==> src/rtl/melody_pkg.sv <==
// Shared types and constants for the melody sequencer: FSM state, default widths,
// pitch maxval constants for the tone generator, and note-length presets.
package melody_pkg;

    localparam int unsigned PITCH_BW_DEF    = 9;
    localparam int unsigned DUR_BW_DEF      = 13;
    localparam int unsigned ADDR_BW_DEF     = 5;
    localparam int unsigned GAP_SAMPLES_DEF = 200;

    typedef enum logic [1:0] {
        ST_IDLE  = 2'd0,
        ST_FETCH = 2'd1,
        ST_PLAY  = 2'd2,
        ST_GAP   = 2'd3
    } state_e;

    // Sine-clock maxval per pitch; smaller value = higher tone
    localparam logic [PITCH_BW_DEF-1:0] NOTE_D     = 9'd266;
    localparam logic [PITCH_BW_DEF-1:0] NOTE_E     = 9'd237;
    localparam logic [PITCH_BW_DEF-1:0] NOTE_FIS   = 9'd211;
    localparam logic [PITCH_BW_DEF-1:0] NOTE_G     = 9'd199;
    localparam logic [PITCH_BW_DEF-1:0] NOTE_A     = 9'd177;
    localparam logic [PITCH_BW_DEF-1:0] NOTE_B     = 9'd158;
    localparam logic [PITCH_BW_DEF-1:0] NOTE_C     = 9'd149;
    localparam logic [PITCH_BW_DEF-1:0] NOTE_DHIGH = 9'd133;

    // Note lengths in fs samples at 8 kHz
    localparam logic [DUR_BW_DEF-1:0] DUR_EIGHTH        = 13'd2000;
    localparam logic [DUR_BW_DEF-1:0] DUR_QUARTER       = 13'd4000;
    localparam logic [DUR_BW_DEF-1:0] DUR_DOTTED_QUARTER = 13'd6000;
    localparam logic [DUR_BW_DEF-1:0] DUR_HALF          = 13'd8000;

endpackage

==> src/rtl/melody_sequencer_if.sv <==
// Control/config/status bundle between a host (master) and the melody sequencer (slave).
interface melody_sequencer_if
    import melody_pkg::*;
#(
    parameter int unsigned PITCH_BITWIDTH = PITCH_BW_DEF,
    parameter int unsigned DUR_BITWIDTH   = DUR_BW_DEF,
    parameter int unsigned ADDR_BITWIDTH  = ADDR_BW_DEF
);
    logic                      fs_tick;
    logic                      cfg_we;
    logic [ADDR_BITWIDTH-1:0]  cfg_addr;
    logic [PITCH_BITWIDTH-1:0] cfg_pitch;
    logic [DUR_BITWIDTH-1:0]   cfg_dur;
    logic [ADDR_BITWIDTH:0]    cfg_len;
    logic                      start;
    logic                      stop;
    logic                      loop_en;

    logic [PITCH_BITWIDTH-1:0] pitch_maxval;
    logic                      note_valid;
    logic                      note_start;
    logic [ADDR_BITWIDTH-1:0]  cur_index;
    logic                      busy;
    logic                      done;

    modport master (
        output fs_tick, cfg_we, cfg_addr, cfg_pitch, cfg_dur, cfg_len, start, stop, loop_en,
        input  pitch_maxval, note_valid, note_start, cur_index, busy, done
    );

    modport slave (
        input  fs_tick, cfg_we, cfg_addr, cfg_pitch, cfg_dur, cfg_len, start, stop, loop_en,
        output pitch_maxval, note_valid, note_start, cur_index, busy, done
    );

endinterface

==> src/rtl/note_table.sv <==
// Note storage: synchronous write, registered read, no reset on the array or read register.
module note_table #(
    parameter int unsigned ADDR_BITWIDTH = 5,
    parameter int unsigned DATA_BITWIDTH = 22
) (
    input  logic                     i_clk,
    input  logic                     i_we,
    input  logic [ADDR_BITWIDTH-1:0] i_waddr,
    input  logic [DATA_BITWIDTH-1:0] i_wdata,
    input  logic                     i_re,
    input  logic [ADDR_BITWIDTH-1:0] i_raddr,
    output logic [DATA_BITWIDTH-1:0] o_rdata
);
    localparam int unsigned DEPTH = 2 ** ADDR_BITWIDTH;

    logic [DATA_BITWIDTH-1:0] r_mem [DEPTH];
    logic [DATA_BITWIDTH-1:0] r_rdata;

    always_ff @(posedge i_clk) begin
        if (i_we) begin
            r_mem[i_waddr] <= i_wdata;
        end
        if (i_re) begin
            r_rdata <= r_mem[i_raddr];
        end
    end

    assign o_rdata = r_rdata;

endmodule

==> src/rtl/melody_sequencer.sv <==
// Steps through a runtime-loaded note table at sample rate, driving pitch maxval,
// a per-note restart strobe and a DAC gate to the tone datapath.
module melody_sequencer
    import melody_pkg::*;
#(
    parameter int unsigned PITCH_BITWIDTH = PITCH_BW_DEF,
    parameter int unsigned DUR_BITWIDTH   = DUR_BW_DEF,
    parameter int unsigned ADDR_BITWIDTH  = ADDR_BW_DEF,
    parameter int unsigned GAP_SAMPLES    = GAP_SAMPLES_DEF
) (
    input  logic              i_clk,
    input  logic              i_rst_n,
    melody_sequencer_if.slave bus
);
    localparam int unsigned ENTRY_BW = PITCH_BITWIDTH + DUR_BITWIDTH;
    localparam int unsigned LEN_BW   = ADDR_BITWIDTH + 1;
    localparam int unsigned GAP_BW   = (GAP_SAMPLES > 1) ? $clog2(GAP_SAMPLES) : 1;
    localparam logic [GAP_BW-1:0] GAP_LAST = GAP_BW'((GAP_SAMPLES > 0) ? (GAP_SAMPLES - 1) : 0);
    localparam logic [LEN_BW-1:0] LEN_MAX  = LEN_BW'(2 ** ADDR_BITWIDTH);

    state_e                    r_state, w_state_next;
    logic [ADDR_BITWIDTH-1:0]  r_idx, w_idx_next;
    logic [LEN_BW-1:0]         r_len, w_len_next;
    logic                      r_loop, w_loop_next;
    logic [DUR_BITWIDTH-1:0]   r_cnt, w_cnt_next;
    logic [GAP_BW-1:0]         r_gap, w_gap_next;
    logic [PITCH_BITWIDTH-1:0] r_pitch, w_pitch_next;
    logic                      r_note_valid, w_note_valid_next;
    logic                      r_note_start, w_note_start_next;
    logic [ADDR_BITWIDTH-1:0]  r_cur_index, w_cur_index_next;
    logic                      r_busy;
    logic                      r_done, w_done_next;
    logic                      w_advance;

    logic [ENTRY_BW-1:0]       w_rdata;
    logic [PITCH_BITWIDTH-1:0] w_entry_pitch;
    logic [DUR_BITWIDTH-1:0]   w_entry_dur;
    logic [DUR_BITWIDTH-1:0]   w_dur_last;
    logic                      w_is_last;
    logic                      w_len_ok;
    logic                      w_rd_en;

    // Read is launched with the next index as the FSM enters FETCH, so the entry is
    // already on the read register during FETCH and lands on the outputs at PLAY entry.
    assign w_rd_en = (w_state_next == ST_FETCH);

    note_table #(
        .ADDR_BITWIDTH (ADDR_BITWIDTH),
        .DATA_BITWIDTH (ENTRY_BW)
    ) u_note_table (
        .i_clk   (i_clk),
        .i_we    (bus.cfg_we && (r_state == ST_IDLE)),
        .i_waddr (bus.cfg_addr),
        .i_wdata ({bus.cfg_pitch, bus.cfg_dur}),
        .i_re    (w_rd_en),
        .i_raddr (w_idx_next),
        .o_rdata (w_rdata)
    );

    assign w_entry_pitch = w_rdata[ENTRY_BW-1:DUR_BITWIDTH];
    assign w_entry_dur   = w_rdata[DUR_BITWIDTH-1:0];
    assign w_dur_last    = (w_entry_dur == '0) ? '0 : (w_entry_dur - DUR_BITWIDTH'(1));
    assign w_is_last     = ({1'b0, r_idx} == (r_len - LEN_BW'(1)));
    assign w_len_ok      = (bus.cfg_len != '0) && (bus.cfg_len <= LEN_MAX);

    // Next-state and next-output logic
    always_comb begin
        w_state_next      = r_state;
        w_idx_next        = r_idx;
        w_len_next        = r_len;
        w_loop_next       = r_loop;
        w_cnt_next        = r_cnt;
        w_gap_next        = r_gap;
        w_pitch_next      = r_pitch;
        w_note_valid_next = r_note_valid;
        w_note_start_next = 1'b0;
        w_cur_index_next  = r_cur_index;
        w_done_next       = 1'b0;
        w_advance         = 1'b0;

        case (r_state)
            ST_IDLE: begin
                if (bus.start && w_len_ok) begin
                    w_state_next = ST_FETCH;
                    w_idx_next   = '0;
                    w_len_next   = bus.cfg_len;
                    w_loop_next  = bus.loop_en;
                end
            end
            ST_FETCH: begin
                w_state_next      = ST_PLAY;
                w_pitch_next      = w_entry_pitch;
                w_note_valid_next = (w_entry_pitch != '0);
                w_note_start_next = 1'b1;
                w_cur_index_next  = r_idx;
                w_cnt_next        = '0;
            end
            ST_PLAY: begin
                // A tick in the PLAY entry cycle is not counted
                if (bus.fs_tick && !r_note_start) begin
                    if (r_cnt == w_dur_last) begin
                        w_note_valid_next = 1'b0;
                        if (GAP_SAMPLES > 0) begin
                            w_state_next = ST_GAP;
                            w_gap_next   = '0;
                        end else begin
                            w_advance = 1'b1;
                        end
                    end else begin
                        w_cnt_next = r_cnt + DUR_BITWIDTH'(1);
                    end
                end
            end
            ST_GAP: begin
                if (bus.fs_tick) begin
                    if (r_gap == GAP_LAST) begin
                        w_advance = 1'b1;
                    end else begin
                        w_gap_next = r_gap + GAP_BW'(1);
                    end
                end
            end
            default: w_state_next = ST_IDLE;
        endcase

        if (w_advance) begin
            if (w_is_last && !r_loop) begin
                w_state_next = ST_IDLE;
                w_done_next  = 1'b1;
            end else begin
                w_state_next = ST_FETCH;
                w_idx_next   = w_is_last ? '0 : (r_idx + ADDR_BITWIDTH'(1));
            end
        end

        // Abort wins over start and over a note ending in the same cycle
        if (bus.stop) begin
            w_state_next      = ST_IDLE;
            w_pitch_next      = r_pitch;
            w_cur_index_next  = r_cur_index;
            w_note_valid_next = 1'b0;
            w_note_start_next = 1'b0;
            w_done_next       = 1'b0;
        end
    end

    always_ff @(posedge i_clk or negedge i_rst_n) begin
        if (!i_rst_n) begin
            r_state      <= ST_IDLE;
            r_idx        <= '0;
            r_len        <= '0;
            r_loop       <= 1'b0;
            r_cnt        <= '0;
            r_gap        <= '0;
            r_pitch      <= '0;
            r_note_valid <= 1'b0;
            r_note_start <= 1'b0;
            r_cur_index  <= '0;
            r_busy       <= 1'b0;
            r_done       <= 1'b0;
        end else begin
            r_state      <= w_state_next;
            r_idx        <= w_idx_next;
            r_len        <= w_len_next;
            r_loop       <= w_loop_next;
            r_cnt        <= w_cnt_next;
            r_gap        <= w_gap_next;
            r_pitch      <= w_pitch_next;
            r_note_valid <= w_note_valid_next;
            r_note_start <= w_note_start_next;
            r_cur_index  <= w_cur_index_next;
            r_busy       <= (w_state_next != ST_IDLE);
            r_done       <= w_done_next;
        end
    end

    assign bus.pitch_maxval = r_pitch;
    assign bus.note_valid   = r_note_valid;
    assign bus.note_start   = r_note_start;
    assign bus.cur_index    = r_cur_index;
    assign bus.busy         = r_busy;
    assign bus.done         = r_done;

endmodule

==> src/flat_wrapper.sv <==
// flat-port wrapper written by rule: the top's interface ports become plain ports
module melody_sequencer_flat import melody_pkg::*;
#(
    parameter int unsigned PITCH_BITWIDTH = PITCH_BW_DEF,
    parameter int unsigned DUR_BITWIDTH   = DUR_BW_DEF,
    parameter int unsigned ADDR_BITWIDTH  = ADDR_BW_DEF,
    parameter int unsigned GAP_SAMPLES    = GAP_SAMPLES_DEF
)
  (i_clk, i_rst_n, bus_fs_tick, bus_cfg_we, bus_cfg_addr, bus_cfg_pitch, bus_cfg_dur, bus_cfg_len, bus_start, bus_stop, bus_loop_en, bus_pitch_maxval, bus_note_valid, bus_note_start, bus_cur_index, bus_busy, bus_done);
  melody_sequencer_if #(.PITCH_BITWIDTH(PITCH_BITWIDTH), .DUR_BITWIDTH(DUR_BITWIDTH), .ADDR_BITWIDTH(ADDR_BITWIDTH)) bus_i ();
  input  logic i_clk;
  input  logic i_rst_n;
  input wire logic [$bits(bus_i.fs_tick)-1:0] bus_fs_tick;
  input wire logic [$bits(bus_i.cfg_we)-1:0] bus_cfg_we;
  input wire logic [$bits(bus_i.cfg_addr)-1:0] bus_cfg_addr;
  input wire logic [$bits(bus_i.cfg_pitch)-1:0] bus_cfg_pitch;
  input wire logic [$bits(bus_i.cfg_dur)-1:0] bus_cfg_dur;
  input wire logic [$bits(bus_i.cfg_len)-1:0] bus_cfg_len;
  input wire logic [$bits(bus_i.start)-1:0] bus_start;
  input wire logic [$bits(bus_i.stop)-1:0] bus_stop;
  input wire logic [$bits(bus_i.loop_en)-1:0] bus_loop_en;
  output wire logic [$bits(bus_i.pitch_maxval)-1:0] bus_pitch_maxval;
  output wire logic [$bits(bus_i.note_valid)-1:0] bus_note_valid;
  output wire logic [$bits(bus_i.note_start)-1:0] bus_note_start;
  output wire logic [$bits(bus_i.cur_index)-1:0] bus_cur_index;
  output wire logic [$bits(bus_i.busy)-1:0] bus_busy;
  output wire logic [$bits(bus_i.done)-1:0] bus_done;
  assign bus_i.fs_tick = bus_fs_tick;
  assign bus_i.cfg_we = bus_cfg_we;
  assign bus_i.cfg_addr = bus_cfg_addr;
  assign bus_i.cfg_pitch = bus_cfg_pitch;
  assign bus_i.cfg_dur = bus_cfg_dur;
  assign bus_i.cfg_len = bus_cfg_len;
  assign bus_i.start = bus_start;
  assign bus_i.stop = bus_stop;
  assign bus_i.loop_en = bus_loop_en;
  assign bus_pitch_maxval = bus_i.pitch_maxval;
  assign bus_note_valid = bus_i.note_valid;
  assign bus_note_start = bus_i.note_start;
  assign bus_cur_index = bus_i.cur_index;
  assign bus_busy = bus_i.busy;
  assign bus_done = bus_i.done;
  melody_sequencer #(.PITCH_BITWIDTH(PITCH_BITWIDTH), .DUR_BITWIDTH(DUR_BITWIDTH), .ADDR_BITWIDTH(ADDR_BITWIDTH), .GAP_SAMPLES(GAP_SAMPLES)) u_core (.i_clk(i_clk), .i_rst_n(i_rst_n), .bus(bus_i));
endmodule
==> config.mk <==
export PLATFORM = sky130hd
export DESIGN_NAME = melody_sequencer_flat
export DESIGN_NICKNAME = d
export VERILOG_FILES = /design/src/rtl/melody_pkg.sv /design/src/rtl/melody_sequencer_if.sv /design/src/rtl/note_table.sv /design/src/rtl/melody_sequencer.sv /design/src/flat_wrapper.sv
export SDC_FILE = /design/constraint.sdc
export NUM_CORES = 1
export LEC_CHECK = 0
export ABC_AREA = 0
export ABC_CLOCK_PERIOD_IN_PS = 5840
export CAP_MARGIN = 10
export CELL_PAD_IN_SITES_DETAIL_PLACEMENT = 0
export CELL_PAD_IN_SITES_GLOBAL_PLACEMENT = 1
export CORE_ASPECT_RATIO = 1.75
export CORE_MARGIN = 2
export CORE_UTILIZATION = 54
export CTS_CLUSTER_SIZE = 40
export DETAILED_ROUTE_END_ITERATION = 10
export GPL_TIMING_DRIVEN = 0
export HOLD_SLACK_MARGIN = 0.02
export PLACE_DENSITY_LB_ADDON = 0.1
export SYNTH_ARGS = -nofsm -noshare
export SYNTH_HDL_FRONTEND = slang
export SYNTH_HIERARCHICAL = 1
export SYNTH_SLANG_ARGS = --single-unit
==> constraint.sdc <==
create_clock -name i_clk -period 5.84 [get_ports i_clk]
set_input_delay 0.876 -clock i_clk [delete_from_list [all_inputs] [get_ports i_clk]]
set_output_delay 0.876 -clock i_clk [all_outputs]
set_load 0.01 [all_outputs]
==> flow_summary.ini, run 1 <==
[worst_setup_path]
critPathTopFamily = simple AND/OR/NAND/NOR gates
cp.depth = 14
worst_path_largest_cell_delay_ns = 0.61
crit_start = bus_cfg_len[3]
critical_path_buf_inv_count = 2
cp-start-kind = input pin
arrival_ns = 5.51
critPathSlowestCell = nor2_2
r2r_end = u_core/u_note_table/o_rdata[16]
r2r_setup_slack_ns = 0.66
crit_fanout = 10
endpoint = u_core/u_note_table/o_rdata[16]
reg2reg_depth = 13
rr_startpoint = u_core/r_state[1]
crit_path_end_kind = flop
cp_cell_sequence = clkdlybuf4s50_1 -> or4_1 -> nor2_1 -> xnor2_1 -> nand3_1 -> o21a_1 -> o21ai_0 -> o21ai_0 -> nor2_2 -> buf_2 -> a22o_1 -> nor3_1 -> a31oi_1 -> nand3_1
crit_type = input pin to flop
crit_required_ns = 6.14

[run_status]
outcome = finished clean

[floorplan]
fp.dieW_um = 187
rows = 117
start_util_pct = 54.4
dieArea_um2 = 60500
core-area_um2 = 58000
io-pin-count = 58
die_h_um = 324

[worst_hold_path]
min_path_type = input pin to async pin

[yosys]
synth.distinct_cells = 67
postSynth.asyncResetShare_pct = 6.80
synth-edff-count = 726
synth-seq-cells = 779
synthCells = 1894
yosysWarnings = 6
netlist.area_leader.share_pct = 69.1
syn-cell-area_um2 = 31600
netlist_top_cells_area = edfxtp_1 69%, mux2i_1 11%, dfrtp_1 4.2%
synth-main-ff-cell = edfxtp_1
yosys.area.top_type = edfxtp_1
avgSynthCellArea_um2 = 16.7
synth_nets = 1939
synth_seq_area_share_pct = 73.3

[drt]
ant_nets = 0
wl_per_cell_um = 27.2
routed_wl_um = 78500
drtIter0Drc = 1236
vias = 17500
drc_errors = 0
firstDrtPassIters = 5
drt-vias-per-instance = 6.08

[layout]
fillers = 4312
area_delta_synth_final_pct = 15.2
multi_input_area_um2 = 7870
nets = 2103
layout_commonest_cell = edfxtp_1
final_cell_mix = 726 x edfxtp_1, 356 x mux2i_1, 89 x a22oi_1, 77 x clkbuf_16, 62 x nand3_1
drive_gt1_share_pct = 13.7
regArea_um2 = 23100
fin_util_pct = 62.7

[placement]
dp_hpwl_um = 54100
gp_congestion = 0.857
io_buffers = 57

[grt]
antenna_found_initial = 1
grt_use_total_pct = 26.1
grt.overflow.total = 0
grt_pass1_vias = 17600
grt_pass1_wl_um = 113000
grt_start_max_net_pins = 39

[timing]
whs_ns = 0.192
fin_crit_ns = 5.21
finalHoldViolCount = 0
fin_crit_sh_pct = 89.2
skew_ns = 0.0157
rsz0062_at_grt = false
timing.final.max_slew_violations = 0
worstMarginPinSlew_ns = 1.22
setup_viol = 0
fmax_ghz = 0.192
max_slew_margin_pct = 18.6

[run]
max_cap_violations = 0

[power]
vdd_drop_max_mv = 0.373
p_leak_nw = 11.3
powerDensity_nw_per_um2 = 310
total_power_mw = 11.3

[cts]
clock_latency_ns = 0.61
clk_path_buf_depth = 3
cts_resized = 0
h-tree-depth = 3
cts.sinks = 779
ctsHoldBuffers = 0
root_buffer = clkbuf_16
cts_tree = yes
clk_pin_slew_ns = 0.06
post-cts-setup-buffers = 0
cts_made_buffers = 72
-- cell usage after synthesis, types with 6 or more instances --
cell type	n
nor4_1	6
xnor2_1	13
or3_1	14
edfxtp_1	726
buf_2	26
and3_1	7
buf_6	18
nand2_1	61
a31oi_1	24
nand2b_1	6
dfrtp_1	53
inv_1	14
nand4_1	27
clkbuf_1	36
or4_1	6
mux2_2	23
nor2_1	53
buf_4	21
o21ai_0	18
nand3_1	62
a22o_1	45
nand3b_1	6
a22oi_1	89
a21oi_1	60
mux2i_1	356
nor3_1	36
-- worst reg2reg max path, delay by kind of cell, from the launching register on --
family	cells	cell delay (ns)
AOI/OAI and AO/OA	3	1.49
and+or+nand+nor	6	1.60
DFF	1	0.32
buffers and inverters	4	1.47
-- through the flow --
step                setup slack (ns)  setup TNS (ns)  instances  area [um2]
finish                         0.628               0       2886       36300
global route                   0.247               0       2886       36300
CTS                            0.501               0       2876       36100
detailed placement            -0.120          -0.410       2748       33800
global placement              -0.131          -0.533       2724       33100
floorplan                       1.62               0       1894       31600
-- sequential cells by signal, summed over array words and instances (netlist names) --
name / flops
u_core/u_note_table/r_mem: 704
u_core/u_note_table/o_rdata: 22
u_core/r_cnt: 13
u_core/bus.pitch_maxval: 9
u_core/r_gap: 8
u_core/r_len: 6
u_core/bus.cur_index: 5
u_core/r_idx: 5
u_core/r_state: 2
u_core/bus.busy: 1
u_core/bus.done: 1
u_core/bus.note_start: 1
u_core/bus.note_valid: 1
u_core/r_loop: 1
-- per-layer routing --
layer / vias to the layer above / track usage, % / wire length [um]
met3: 123 / 3.42 / 3780
met1: 9042 / 27.4 / 26900
li1: 7855 / - / -
met2: 517 / 52.2 / 45400
met5: - / 0 / 0
met4: 0 / 9.96 / 2460
-- power by group --
part	total [mW]	internal (mW)	leakage (nW)	switching, mW
combinational	0.410	0.167	2.89	0.243
sequential	6.23	6.18	7.24	0.0499
clock	4.63	2.65	1.14	1.98
total	11.3	9.00	11.3	2.27
-- logic make-up (layout without fill, tap and decap cells) --
family / Yosys count / in the layout / synth area share (%)
AOI/OAI and AO/OA: 281 / 281 / 6.37
xor gates and xnor gates: 18 / 18 / 0.500
adders and majority gates: 5 / 5 / 0.198
buffers and inverters: 118 / 336 / 2.29
DFF: 779 / 779 / 73.3
muxes: 379 / 379 / 12.1
other: 0 / 1 / 0
and+or+nand+nor: 314 / 314 / 5.23
-- cell type report --
cell class / count / share of cell area [%]
antenna: 1 / 0.00688
sequential: 779 / 63.6
clock inverter: 38 / 1.01
timing repair buffer: 90 / 3.69
clock buffer: 90 / 5.37
tap: 773 / 2.66
multi-input combinational: 997 / 21.6
inverter: 14 / 0.145
buffer: 104 / 1.85
-- how the worst min path moves through the flow --
| stage | from | to | slack, ns | depth (start not counted) |
|---|---|---|---|---|
| 2_1_floorplan | u_core/r_loop | u_core/bus.done | 0.43 | 1 |
| 3_3_place_gp | u_core/r_loop | u_core/bus.done | 0.45 | 1 |
| 3_5_place_dp | u_core/r_loop | u_core/bus.done | 0.45 | 1 |
| 4_1_cts | i_rst_n | u_core/r_len[4] | 0.17 | 1 |
| 5_1_grt | i_rst_n | u_core/bus.cur_index[0] | 0.20 | 1 |
| 6_report | i_rst_n | u_core/r_len[4] | 0.19 | 1 |
No activity file was read; power rests on OpenSTA's default activity.
==> run 2: changes to the inputs <==
--- a/config.mk
+++ b/config.mk
@@ -17,6 +17,7 @@
 export DETAILED_ROUTE_END_ITERATION = 10
 export GPL_TIMING_DRIVEN = 0
 export HOLD_SLACK_MARGIN = 0.02
+export MAX_ROUTING_LAYER = met4
 export PLACE_DENSITY_LB_ADDON = 0.1
 export SYNTH_ARGS = -nofsm -noshare
 export SYNTH_HDL_FRONTEND = slang
==> run 2 against run 1 <==
Compared with the run above:
- critical path depth did not move
- fmax fell by 4.2%
- via count fell by 0.10%
- final cell count did not move
- count of clock-buffer cells in the layout did not move
- core utilization barely moved
- worst setup slack got worse by 0.23 ns
- clock skew barely moved
- cell area barely moved
- critical path type unchanged
==> flow_summary.ini, run 2 (synthesis gave the netlist of run 1 again) <==
[floorplan]
die_h_um = 324
core-area_um2 = 58000
io-pin-count = 58
dieArea_um2 = 60500
rows = 117
fp.dieW_um = 187
start_util_pct = 54.4

[timing]
finalHoldViolCount = 0
timing.final.max_slew_violations = 0
fin_crit_sh_pct = 93.1
max_slew_margin_pct = 18.3
fin_tns_setup_ns = 0
setup_viol = 0
rsz0062_at_grt = false
fmax_ghz = 0.184
fin_crit_ns = 5.44
whs_ns = 0.189
worstMarginPinSlew_ns = 1.22
skew_ns = 0.0154

[worst_setup_path]
crit_fanout = 10
critPathSlowestCell = nor2_1
crit_required_ns = 6.14
cp_cell_sequence = clkdlybuf4s50_1 -> or4_1 -> nor2_1 -> xnor2_1 -> nand3_1 -> o21a_1 -> o21ai_0 -> o21ai_0 -> nor2_1 -> buf_2 -> buf_2 -> nand2_1 -> a31oi_1 -> nand3_1
cp-start-kind = input pin
crit_start = bus_cfg_len[3]
rr_startpoint = u_core/r_state[1]
critical_path_buf_inv_count = 3
worst_path_largest_cell_delay_ns = 0.83
crit_path_end_kind = flop
arrival_ns = 5.74
crit_type = input pin to flop
critPathTopFamily = simple AND/OR/NAND/NOR gates

[worst_hold_path]
min_path_type = input pin to async pin

[grt]
grt_start_max_net_pins = 39
grt_pass1_vias = 17600
grt_use_total_pct = 26.9
grt_pass1_wl_um = 113000
antenna_found_initial = 1
grt.overflow.total = 0

[power]
intPower_mw = 9.00
clkPwrFrac_pct = 41.1
switching_power_mw = 2.27
powerDensity_nw_per_um2 = 310
vdd_drop_max_mv = 0.372
p_comb_share_pct = 3.6
p_leak_nw = 11.3
switching_share_pct = 20.2
seq_power_share_pct = 55.3

[cts]
h-tree-depth = 3
root_buffer = clkbuf_16
clk_pin_slew_ns = 0.06
cts_resized = 0
cts_tree = yes
post-cts-setup-buffers = 0
cts.sinks = 779
clock_latency_ns = 0.61
clk_path_buf_depth = 3
cts_made_buffers = 72
ctsHoldBuffers = 0

[drt]
firstDrtPassIters = 5
drc_errors = 0
ant_nets = 0
routed_wl_um = 78500
vias = 17500
wl_per_cell_um = 27.2
drt-vias-per-instance = 6.07
drtIter0Drc = 1255

[placement]
io_buffers = 57
gp_congestion = 0.871
place_inst = 2748
dp_hpwl_um = 54100
placed_cell_area_um2 = 33800

[layout]
area_delta_synth_final_pct = 15.1
drive_gt1_share_pct = 13.7
layout_commonest_cell = edfxtp_1
largest_reg_flops = 704
final_cells = 2886
final_cell_mix = 726 x edfxtp_1, 356 x mux2i_1, 89 x a22oi_1, 77 x clkbuf_16, 62 x nand3_1
top_register = u_core/u_note_table/r_mem
postLayoutCellArea_um2 = 36300
nets = 2103
regArea_um2 = 23100
fillers = 4312
fin_util_pct = 62.7
multi_input_area_um2 = 7860

[run]
max_cap_violations = 0

[run_status]
outcome = finished clean
[run 2: cell counts in the layout (fill, tap and decap cells not counted)]
Identical to the previous run, type by type.
[run 2: path summary, 6_finish.rpt]
check	slack (ns)	cells past startpoint	to
max in group asynchronous	5.11	2	u_core/r_gap[1]
min	0.19	1	u_core/r_len[4]
min reg2reg	0.47	1	u_core/bus.done
max	0.40	14	u_core/u_note_table/o_rdata[16]
min in group i_clk	0.47	1	u_core/bus.done
max reg2reg	0.47	15	u_core/u_note_table/o_rdata[16]
[run 2: stage by stage]
stage          total power [mW]  setup slack (ns)
4_1_cts                    11.4             0.501
6_report                   11.3             0.401
2_1_floorplan              6.49              1.62
3_5_place_dp               6.75            -0.120
3_3_place_gp               6.71            -0.131
5_1_grt                    11.6            0.0264
[run 2: power by group through the flow]
stage	registers, mW	logic [mW]	clock network (mW)
after global routing	6.24	0.441	4.93
final	6.23	0.408	4.63
after floorplan	6.34	0.149	0
after global placement	6.35	0.356	0
after CTS	6.23	0.396	4.72
after detailed placement	6.35	0.394	0
[run 2: cell type report]
type                       count  share of cell area (%)
multi-input combinational    997                    21.6
buffer                       104                    1.85
sequential                   779                    63.7
antenna                        1                 0.00689
tap                          773                    2.66
timing repair buffer          90                    3.66
inverter                      14                   0.145
clock inverter                38                    1.01
clock buffer                  90                    5.38
[run 2: routing by layer]
metal,up-vias,part of all wire (%),GRT usage [%]
met5,-,0,-
met4,0,3.1,9.96
met3,131,4.7,3.32
met2,556,58,52.3
met1,8990,34,27.4
li1,7842,-,-
[run 2: worst reg2reg max path: stages, from the launching register on]
cell      delay, ns
dfrtp_1        0.32
clkbuf_1       0.30
nand2_1        0.26
nor4_1         0.52
and2_1         0.23
clkbuf_1       0.29
inv_1          0.11
o21a_1         0.25
o21ai_0        0.17
o21ai_0        0.36
nor2_1         0.83
buf_2          0.40
buf_2          0.32
nand2_1        0.09
a31oi_1        0.37
nand3_1        0.24
==> run 3: changes to the inputs <==
--- a/config.mk
+++ b/config.mk
@@ -11,7 +11,6 @@
 export CELL_PAD_IN_SITES_DETAIL_PLACEMENT = 0
 export CELL_PAD_IN_SITES_GLOBAL_PLACEMENT = 1
 export CORE_ASPECT_RATIO = 1.75
-export CORE_MARGIN = 2
 export CORE_UTILIZATION = 54
 export CTS_CLUSTER_SIZE = 40
 export DETAILED_ROUTE_END_ITERATION = 10
==> run 3 against run 2 <==
Compared with the run above:
- sequential power is essentially flat
- fmax grew 0.20%
- final cell count grew 0.17%
- die area shrank 1.7%
- routed wire length grew 5.1%
- register-to-register slack gained 0.02 ns
- clock skew grew 0.0063 ns
- count of clock-buffer cells in the layout shrank 1
- via count shrank 0.19%
- combinational power grew 2%
- cell area grew 0.20%
==> flow_summary.ini, run 3 (synthesis gave the netlist of run 1 again) <==
[timing]
skew_ns = 0.0217
worstMarginPinSlew_ns = 1.20
timing.final.max_slew_violations = 0
rsz0062_at_grt = false
whs_ns = 0.179
fin_ws_ns = 0.411
finalHoldViolCount = 0
setup_viol = 0
max_slew_margin_pct = 19.4
fin_crit_sh_pct = 93.0
fmax_ghz = 0.184
fin_crit_ns = 5.43

[grt]
grt_start_max_net_pins = 39
grt_use_total_pct = 29.5
grt_pass1_wl_um = 118000
antenna_found_initial = 4
grt.overflow.total = 0
grt_pass1_vias = 18000

[drt]
firstDrtPassIters = 5
drc_errors = 0
wl_met2_um = 45400
ant_nets = 0
wl_per_cell_um = 28.5
wl_met3_um = 3570
drtIter0Drc = 1368
drt-vias-per-instance = 6.05
routed_wl_um = 82500
vias = 17500
top_layer_used = met4
met1_length_um = 28600

[cts]
cts_made_buffers = 70
cts.sinks = 779
clk_path_buf_depth = 3
post-cts-setup-buffers = 0
h-tree-depth = 3
clock_latency_ns = 0.63
ctsHoldBuffers = 0
cts_tree = yes
cts_resized = 0
root_buffer = clkbuf_16
clk_pin_slew_ns = 0.06

[placement]
place_ws_ns = -0.168
gp_congestion = 0.844
dp_hpwl_um = 57000
place_inst = 2757
io_buffers = 57
placed_cell_area_um2 = 34000

[floorplan]
start_util_pct = 54.9
core-area_um2 = 57500
fp.dieW_um = 185
io-pin-count = 58
rows = 116
die_h_um = 322
dieArea_um2 = 59400

[layout]
top_register = u_core/u_note_table/r_mem
nets = 2111
postLayoutCellArea_um2 = 36400
area_delta_synth_final_pct = 15.4
regArea_um2 = 23100
final_cell_mix = 726 x edfxtp_1, 356 x mux2i_1, 89 x a22oi_1, 74 x clkbuf_16, 62 x nand3_1
layout_commonest_cell = edfxtp_1
drive_gt1_share_pct = 14.3
largest_reg_flops = 704
fillers = 4165
multi_input_area_um2 = 7810
final_cells = 2891

[run_status]
outcome = finished clean

[worst_setup_path]
crit_type = input pin to flop
worst_path_largest_cell_delay_ns = 1.04
crit_path_end_kind = flop
cp-start-kind = input pin
crit_fanout = 10
r2r_setup_slack_ns = 0.49
cp_cell_sequence = clkdlybuf4s50_1 -> or4_1 -> nor2_1 -> xnor2_1 -> nand3_1 -> o21a_1 -> o21ai_0 -> o31ai_2 -> or2_2 -> clkbuf_1 -> clkbuf_1 -> nor3_1 -> a31oi_1 -> nand3_1
arrival_ns = 5.89
r2r_end = u_core/u_note_table/o_rdata[10]
crit_required_ns = 6.30
critPathTopFamily = simple AND/OR/NAND/NOR gates
rr_startpoint = u_core/r_state[1]
reg2reg_depth = 13
critPathSlowestCell = nor3_1
critical_path_buf_inv_count = 3

[power]
vdd_drop_max_mv = 0.260
switching_power_mw = 2.29
clkPwrFrac_pct = 41.4
switching_share_pct = 20.2
p_leak_nw = 11.3
seq_power_share_pct = 54.9
total_power_mw = 11.3
p_comb_share_pct = 3.7
intPower_mw = 9.05
powerDensity_nw_per_um2 = 311

[run]
max_cap_violations = 0

[worst_hold_path]
min_path_type = input pin to async pin
-- run 3: cell types whose count changed in the layout (fill, tap and decap cells not counted), moves of 3 or more --
cell | previous run | this run
buf_2 | 28 | 36
buf_8 | 10 | 24
clkbuf_16 | 77 | 74
clkdlybuf4s50_1 | 55 | 47
clkinv_2 | 13 | 10
diode_2 | 1 | 5
inv_6 | 5 | 2
nor2_2 | 18 | 28
nor2_4 | 14 | 4
-- run 3: routing by layer --
| metal | global-route usage, % | up-vias |
|---|---|---|
| met1 | 30.6 | 8922 |
| met4 | 16.3 | 0 |
| li1 | - | 7874 |
| met5 | - | - |
| met3 | 3.37 | 170 |
| met2 | 53.7 | 520 |
-- run 3: metrics by stage --
| step | setup TNS, ns | util [%] |
|---|---|---|
| finish | 0 | 63.3 |
| floorplan | 0 | - |
| CTS | 0 | 63.1 |
| global placement | -0.849 | 57.6 |
| global route | 0 | 63.3 |
| detailed placement | -0.304 | 59.1 |
-- run 3: layout make-up --
type	instances	area share, %
antenna	5	0.0344
buffer	104	1.84
clock buffer	89	5.30
clock inverter	36	1.12
inverter	14	0.144
multi-input combinational	997	21.5
sequential	779	63.5
tap	767	2.64
timing repair buffer	100	3.94
-- run 3: how the worst max path moves through the flow --
stage | startpoint | end | slack (ns) | depth (start not counted)
after floorplan | u_core/u_note_table/o_rdata[0] | u_core/u_note_table/o_rdata[0] | 1.62 | 12
final | bus_cfg_len[3] | u_core/u_note_table/o_rdata[9] | 0.41 | 14
after detailed placement | bus_cfg_len[3] | u_core/u_note_table/o_rdata[9] | -0.17 | 14
after CTS | bus_cfg_len[3] | u_core/u_note_table/o_rdata[9] | 0.48 | 14
after global placement | bus_cfg_len[3] | u_core/u_note_table/o_rdata[9] | -0.34 | 14
after global routing | bus_cfg_len[3] | u_core/u_note_table/o_rdata[12] | 0.24 | 14
-- run 3: power groups by stage --
stage          Sequential (mW)  Combinational (mW)  Clock (mW)
3_3_place_gp              6.35               0.369           0
4_1_cts                   6.23               0.413        4.78
3_5_place_dp              6.35               0.411           0
5_1_grt                   6.23               0.450        4.97
6_report                  6.22               0.417        4.69
2_1_floorplan             6.34               0.149           0
